<file path="config.mk">
export PLATFORM = sky130hd
export DESIGN_NAME = mem_req_responder
export DESIGN_NICKNAME = d
export VERILOG_FILES = /design/src/rtl/mem_req_responder.sv
export SDC_FILE = /design/constraint.sdc
export NUM_CORES = 1
export LEC_CHECK = 0
export CORE_ASPECT_RATIO = 0.9
export CORE_MARGIN = 1
export CORE_UTILIZATION = 40
export DETAILED_ROUTE_END_ITERATION = 16
export PLACE_DENSITY = 0.86
export SYNTH_ARGS = -nofsm -noshare
export SYNTH_HDL_FRONTEND = slang
export SYNTH_SLANG_ARGS = --single-unit
export TNS_END_PERCENT = 100
</file>
<file path="constraint.sdc">
create_clock -name CLK -period 2.2 [get_ports CLK]
set_input_delay 0.44 -clock CLK [delete_from_list [all_inputs] [get_ports CLK]]
set_output_delay 0.44 -clock CLK [all_outputs]
set_load 0.01 [all_outputs]
</file>
<file path="src/rtl/mem_req_responder.sv">
`default_nettype none
// ============================================================================
// Module   : mem_req_responder
// Purpose  : Memory-side responder for the icache/dcache request protocol.
//            Arbitrates instruction fetches and data accesses onto a single
//            RAM port and returns the one-cycle wait-low completion pulse to
//            the requester that was granted.
// Revision : 1.0 - initial release
// ----------------------------------------------------------------------------
// Parameters
//   ADDR_W   : address width of request and RAM address ports
//   DATA_W   : data word width
// Ports
//   CLK, nRST              : clock (rising edge), async active-low reset
//   iREN, iaddr            : instruction read request / address
//   iwait, iload           : instruction completion (low) / read data
//   dREN, dWEN, daddr,
//   dstore                 : data read / write request, address, write data
//   dwait, dload           : data completion (low) / read data
//   ramREN, ramWEN         : RAM read / write strobes
//   ramaddr, ramstore      : RAM address / write data
//   ramload, ramready      : RAM read data / access-complete indication
// Configuration
//   MEMREQ_RR_ARB_EN       : when defined, round-robin arbitration between
//                            the two requesters on contention; otherwise
//                            data requests always win.
// ============================================================================
module mem_req_responder #(
  parameter int ADDR_W = 32,
  parameter int DATA_W = 32
) (
  input  logic              CLK,
  input  logic              nRST,
  input  logic              iREN,
  input  logic [ADDR_W-1:0] iaddr,
  output logic              iwait,
  output logic [DATA_W-1:0] iload,
  input  logic              dREN,
  input  logic              dWEN,
  input  logic [ADDR_W-1:0] daddr,
  input  logic [DATA_W-1:0] dstore,
  output logic              dwait,
  output logic [DATA_W-1:0] dload,
  output logic              ramREN,
  output logic              ramWEN,
  output logic [ADDR_W-1:0] ramaddr,
  output logic [DATA_W-1:0] ramstore,
  input  logic [DATA_W-1:0] ramload,
  input  logic              ramready
);

  localparam logic [1:0] IDLE = 2'd0;
  localparam logic [1:0] IACC = 2'd1;
  localparam logic [1:0] DACC = 2'd2;

  logic [1:0]        state;
  logic [1:0]        next_state;
  logic              d_req;
  logic              grant_d;
  logic              grant;
  logic              i_done;
  logic              d_done;
  logic [ADDR_W-1:0] addr_q;
  logic [DATA_W-1:0] store_q;
  logic              wr_q;
  logic [DATA_W-1:0] iload_q;
  logic [DATA_W-1:0] dload_q;

  assign d_req = dREN | dWEN;
  // A grant is taken only from IDLE, which also enforces the bubble cycle
  // between consecutive accesses.
  assign grant = (state == IDLE) && (d_req || iREN);

`ifdef MEMREQ_RR_ARB_EN
  // last_d: 1 = data side won the most recent grant, 0 = instruction side.
  logic last_d;

  // Under contention the side that did not win last time is chosen; a lone
  // requester always wins.
  always_comb begin
    grant_d = d_req & (~iREN | ~last_d);
  end

  always_ff @(posedge CLK or negedge nRST) begin
    if (!nRST) begin
      last_d <= 1'b0;
    end else if (grant) begin
      last_d <= grant_d;
    end
  end
`else
  always_comb begin
    grant_d = d_req;
  end
`endif

  // State register
  always_ff @(posedge CLK or negedge nRST) begin
    if (!nRST) begin
      state <= IDLE;
    end else begin
      state <= next_state;
    end
  end

  // Next-state logic: an access always runs until ramready, even if the
  // requester has dropped its request meanwhile.
  always_comb begin
    next_state = state;
    case (state)
      IDLE: begin
        if (grant) begin
          next_state = grant_d ? DACC : IACC;
        end
      end
      IACC, DACC: begin
        if (ramready) begin
          next_state = IDLE;
        end
      end
      default: next_state = IDLE;
    endcase
  end

  // Request latching and held read data. Address/data/op are captured on the
  // grant edge so later changes by the requester have no effect.
  always_ff @(posedge CLK or negedge nRST) begin
    if (!nRST) begin
      addr_q  <= '0;
      store_q <= '0;
      wr_q    <= 1'b0;
      iload_q <= '0;
      dload_q <= '0;
    end else begin
      if (grant) begin
        addr_q  <= grant_d ? daddr : iaddr;
        store_q <= dstore;
        wr_q    <= grant_d & dWEN;
      end
      if (i_done) begin
        iload_q <= ramload;
      end
      if (d_done && !wr_q) begin
        dload_q <= ramload;
      end
    end
  end

  // Output logic: strobes depend on state only, so they are zero in IDLE and
  // drop as soon as reset clears the state register.
  always_comb begin
    i_done   = (state == IACC) && ramready;
    d_done   = (state == DACC) && ramready;
    ramREN   = (state == IACC) || ((state == DACC) && !wr_q);
    ramWEN   = (state == DACC) && wr_q;
    ramaddr  = addr_q;
    ramstore = store_q;
    iwait    = ~i_done;
    dwait    = ~d_done;
    iload    = i_done ? ramload : iload_q;
    dload    = (d_done && !wr_q) ? ramload : dload_q;
  end

endmodule
`default_nettype wire

</file>
==> flow_metrics.env <==
export IMPL_dieWidth_um=123
export IMPL_violations="setup timing"
export IMPL_wl_mm=16.1
export IMPL_drc_errors=0
export IMPL_rsz0062_at_grt="true"
export IMPL_swShare=0.318
export IMPL_worstSetupPathType="flop to output port"
export IMPL_cp_end_kind="output port"
export IMPL_viasPerCell=4.85
export IMPL_first_global_vias=4360
export IMPL_clockBufferDepth=2
export IMPL_dp_cells=792
export IMPL_p_clk_frac=0.199
export IMPL_dieArea_sq_um=13600
export IMPL_fin_hold_ws_ns=0.475
export IMPL_synth_area_sq_um=5260
export IMPL_p_leak_nw=4.17
export IMPL_antenna_found_initial=1
export IMPL_cts_buffers=17
export IMPL_wire_per_inst_um=18.9
export IMPL_syn_to_final_growth_pct=74.7
export IMPL_clock_fmax_mhz=420
export IMPL_initial_core_util=0.413
export IMPL_syn_inst=366
export IMPL_period_share=1.08
export IMPL_setup_viol=64
export IMPL_outcome="finished, violations left"
export IMPL_fin_cells=850
export IMPL_final_antenna_net_count=0
export IMPL_layout_setup_ws_ns=-0.180
export IMPL_max_slew_margin=0.727
export IMPL_syn_area_per_cell_sq_um=14.4
export IMPL_synth_warnings=0
export IMPL_rows=39
export IMPL_cp_max_fo=8
export IMPL_worst_slew_pin_slew_ns=0.410
export IMPL_final_seq_area_sq_um=3280
export IMPL_grt_usage=0.228
export IMPL_cp_required_ns=1.76
export IMPL_grt_pass1_wl_mm=23.1
export IMPL_drive_above_1_share=0.345
export IMPL_ios=266
export IMPL_clk_pin_slew_ns=0.05
export IMPL_synthDistinctLibCells=22
export IMPL_core_area_sq_um=12700
export IMPL_cts_tree="done"
export IMPL_worstSetupStartpointType="flop"
export IMPL_vdd_drop_max_mv=0.748
export IMPL_cts_root_buf="clkbuf_16"
export IMPL_final_nets=811
export IMPL_p_int_mw=9.51
export IMPL_place_congestion=0.750
export IMPL_ys_seq_area_frac=0.624
export IMPL_finClkSkew_ns=0.00693
export IMPL_drv_slew=0
export IMPL_reg2reg_from="state[0]$_DFFE_PN0P_"
export IMPL_nFillCells=819
export IMPL_grt_max_degree=71
export IMPL_netSwitchingPower_mw=4.43
export IMPL_die_y_um=111
export IMPL_setup_tns_ns=-6.85
export IMPL_drt_iter0_drc=113
export IMPL_worstHoldPathType="input pin to async pin"
export IMPL_ys_seq_elements=131
export IMPL_multi_input_area_sq_um=2010
export IMPL_vias=4121
export IMPL_power_density_nw_per_um2=1520
export IMPL_fin_crit_ns=2.38
export IMPL_crit_arrival_ns=1.94
export IMPL_drt_pass1_iter_count=4
export IMPL_reg2regPathDepth=8
export IMPL_dp_hpwl_mm=10.4
export IMPL_p_seq_frac=0.299
export IMPL_htreeDepth=4
export IMPL_overflow=0
export IMPL_final_hold_viol_count=0
export IMPL_final_util=0.721
export IMPL_syn_nets=503
export IMPL_reg2reg_slack_ns=0.28
export IMPL_insertion_delay_ns=0.41
export IMPL_io_buffers=265
export IMPL_r2r_end="ramaddr[8]$_DFFE_PN0P_"
export IMPL_cts_sinks=131
export IMPL_cap_violations=0
export IMPL_combPwrFrac=0.502
layout make-up:
cell class / instances / share of cell area
diodes: 1 / 0.000272
clock buffers: 26 / 0.0543
multi-input cells: 212 / 0.219
clock inverters: 4 / 0.00790
repair buffers: 308 / 0.338
inverters: 4 / 0.00163
well taps: 164 / 0.0223
flip-flops and latches: 131 / 0.357
power by group through the flow:
stage / combinational (mW) / sequential (mW) / clock, mW
2_1_floorplan: 2.60 / 4.33 / 0
3_3_place_gp: 6.11 / 4.07 / 0
3_5_place_dp: 6.29 / 4.14 / 0
4_1_cts: 6.12 / 4.13 / 2.81
5_1_grt: 7.42 / 4.30 / 2.93
6_report: 7.00 / 4.17 / 2.77
flip-flops by register name, summed over array words and instances (netlist names):
register / count
state: 2
ramstore: 32
dload_q: 32
iload_q: 32
wr_q: 1
ramaddr: 32
synth_stat cells:
cell / instances / area (sq um)
buf_4: 1 / 7.51
o21ai_1: 3 / 15.0
clkbuf_4: 2 / 15.0
and2_1: 1 / 6.26
nand2b_1: 1 / 6.26
buf_2: 8 / 40.0
o2bb2ai_1: 1 / 8.76
a21oi_1: 2 / 10.0
mux2i_1: 32 / 320
clkbuf_1: 2 / 7.51
mux2_1: 1 / 11.3
inv_1: 4 / 15.0
o31ai_4: 1 / 21.3
buf_6: 6 / 67.6
nor2_4: 1 / 11.3
nand3_1: 1 / 5.00
nand2_1: 39 / 146
ha_1: 3 / 37.5
a21o_1: 1 / 7.51
dfrtp_1: 131 / 3280
o21ai_0: 30 / 150
mux2_2: 95 / 1070
routing by layer:
metal / up-vias / wire length (um) / track usage / share of wire
met5: - / 0 / 0 / 0
met4: 0 / 411 / 0.0992 / 0.026
met3: 32 / 1310 / 0.0849 / 0.081
met2: 184 / 8600 / 0.400 / 0.54
met1: 2012 / 5750 / 0.239 / 0.36
li1: 1893 / - / - / -
logic make-up (layout without fill, tap and decap cells):
family | Yosys count | in the layout | synth area share
DFF | 131 | 131 | 0.624
muxes | 128 | 128 | 0.267
and+or+nand+nor | 43 | 43 | 0.0333
AOI/OAI and AO/OA | 38 | 38 | 0.0405
buffers and inverters | 23 | 342 | 0.0290
adders and majority gates | 3 | 3 | 0.00714
other | 0 | 1 | 0
how the worst max path moves through the flow:
stage | from | depth (start not counted) | endpoint | slack, ns
2_1_floorplan | state[0]$_DFFE_PN0P_ | 5 | dload[10] | 0.38
3_3_place_gp | ramready | 5 | iload[20] | -0.36
3_5_place_dp | ramready | 5 | dload[1] | -0.41
4_1_cts | state[0]$_DFFE_PN0P_ | 7 | dload[24] | -0.28
5_1_grt | state[0]$_DFFE_PN0P_ | 7 | dload[19] | -0.23
6_report | state[0]$_DFFE_PN0P_ | 7 | dload[19] | -0.18
stage by stage:
stage	area [sq um]	setup slack [ns]	power [mW]
floorplan	5260	0.380	6.93
global placement	8160	-0.363	10.2
detailed placement	8160	-0.409	10.4
CTS	8860	-0.284	13.0
global route	9190	-0.233	14.6
finish	9190	-0.180	13.9
critical path, stage by stage (launching register included):
cell and delay, ns:
dfrtp_2 0.44, inv_2 0.09, ha_4 0.15, nand3_4 0.09, buf_12 0.17, buf_16 0.14
mux2_2 0.30, buf_2 0.15
timing repair:
item                                    CTS  global route
endpoints found under the setup margin   68            64
pin swaps                                 1             1
gates cloned                              2             4
buffers inserted                          4            17
gates resized for setup                 148           212
hold endpoints to repair                 23             0
hold buffers                              1             0
cell usage in the layout, fill, tap and decap left out, types with 17 or more instances in the layout:
cell type,n
nand2_1,38
clkdlybuf4s50_1,195
clkbuf_16,21
buf_6,44
mux2_4,35
buf_4,31
mux2i_1,32
dfrtp_1,130
buf_2,17
mux2_2,60
o21ai_0,30
Power figures use the tool's default switching activity.
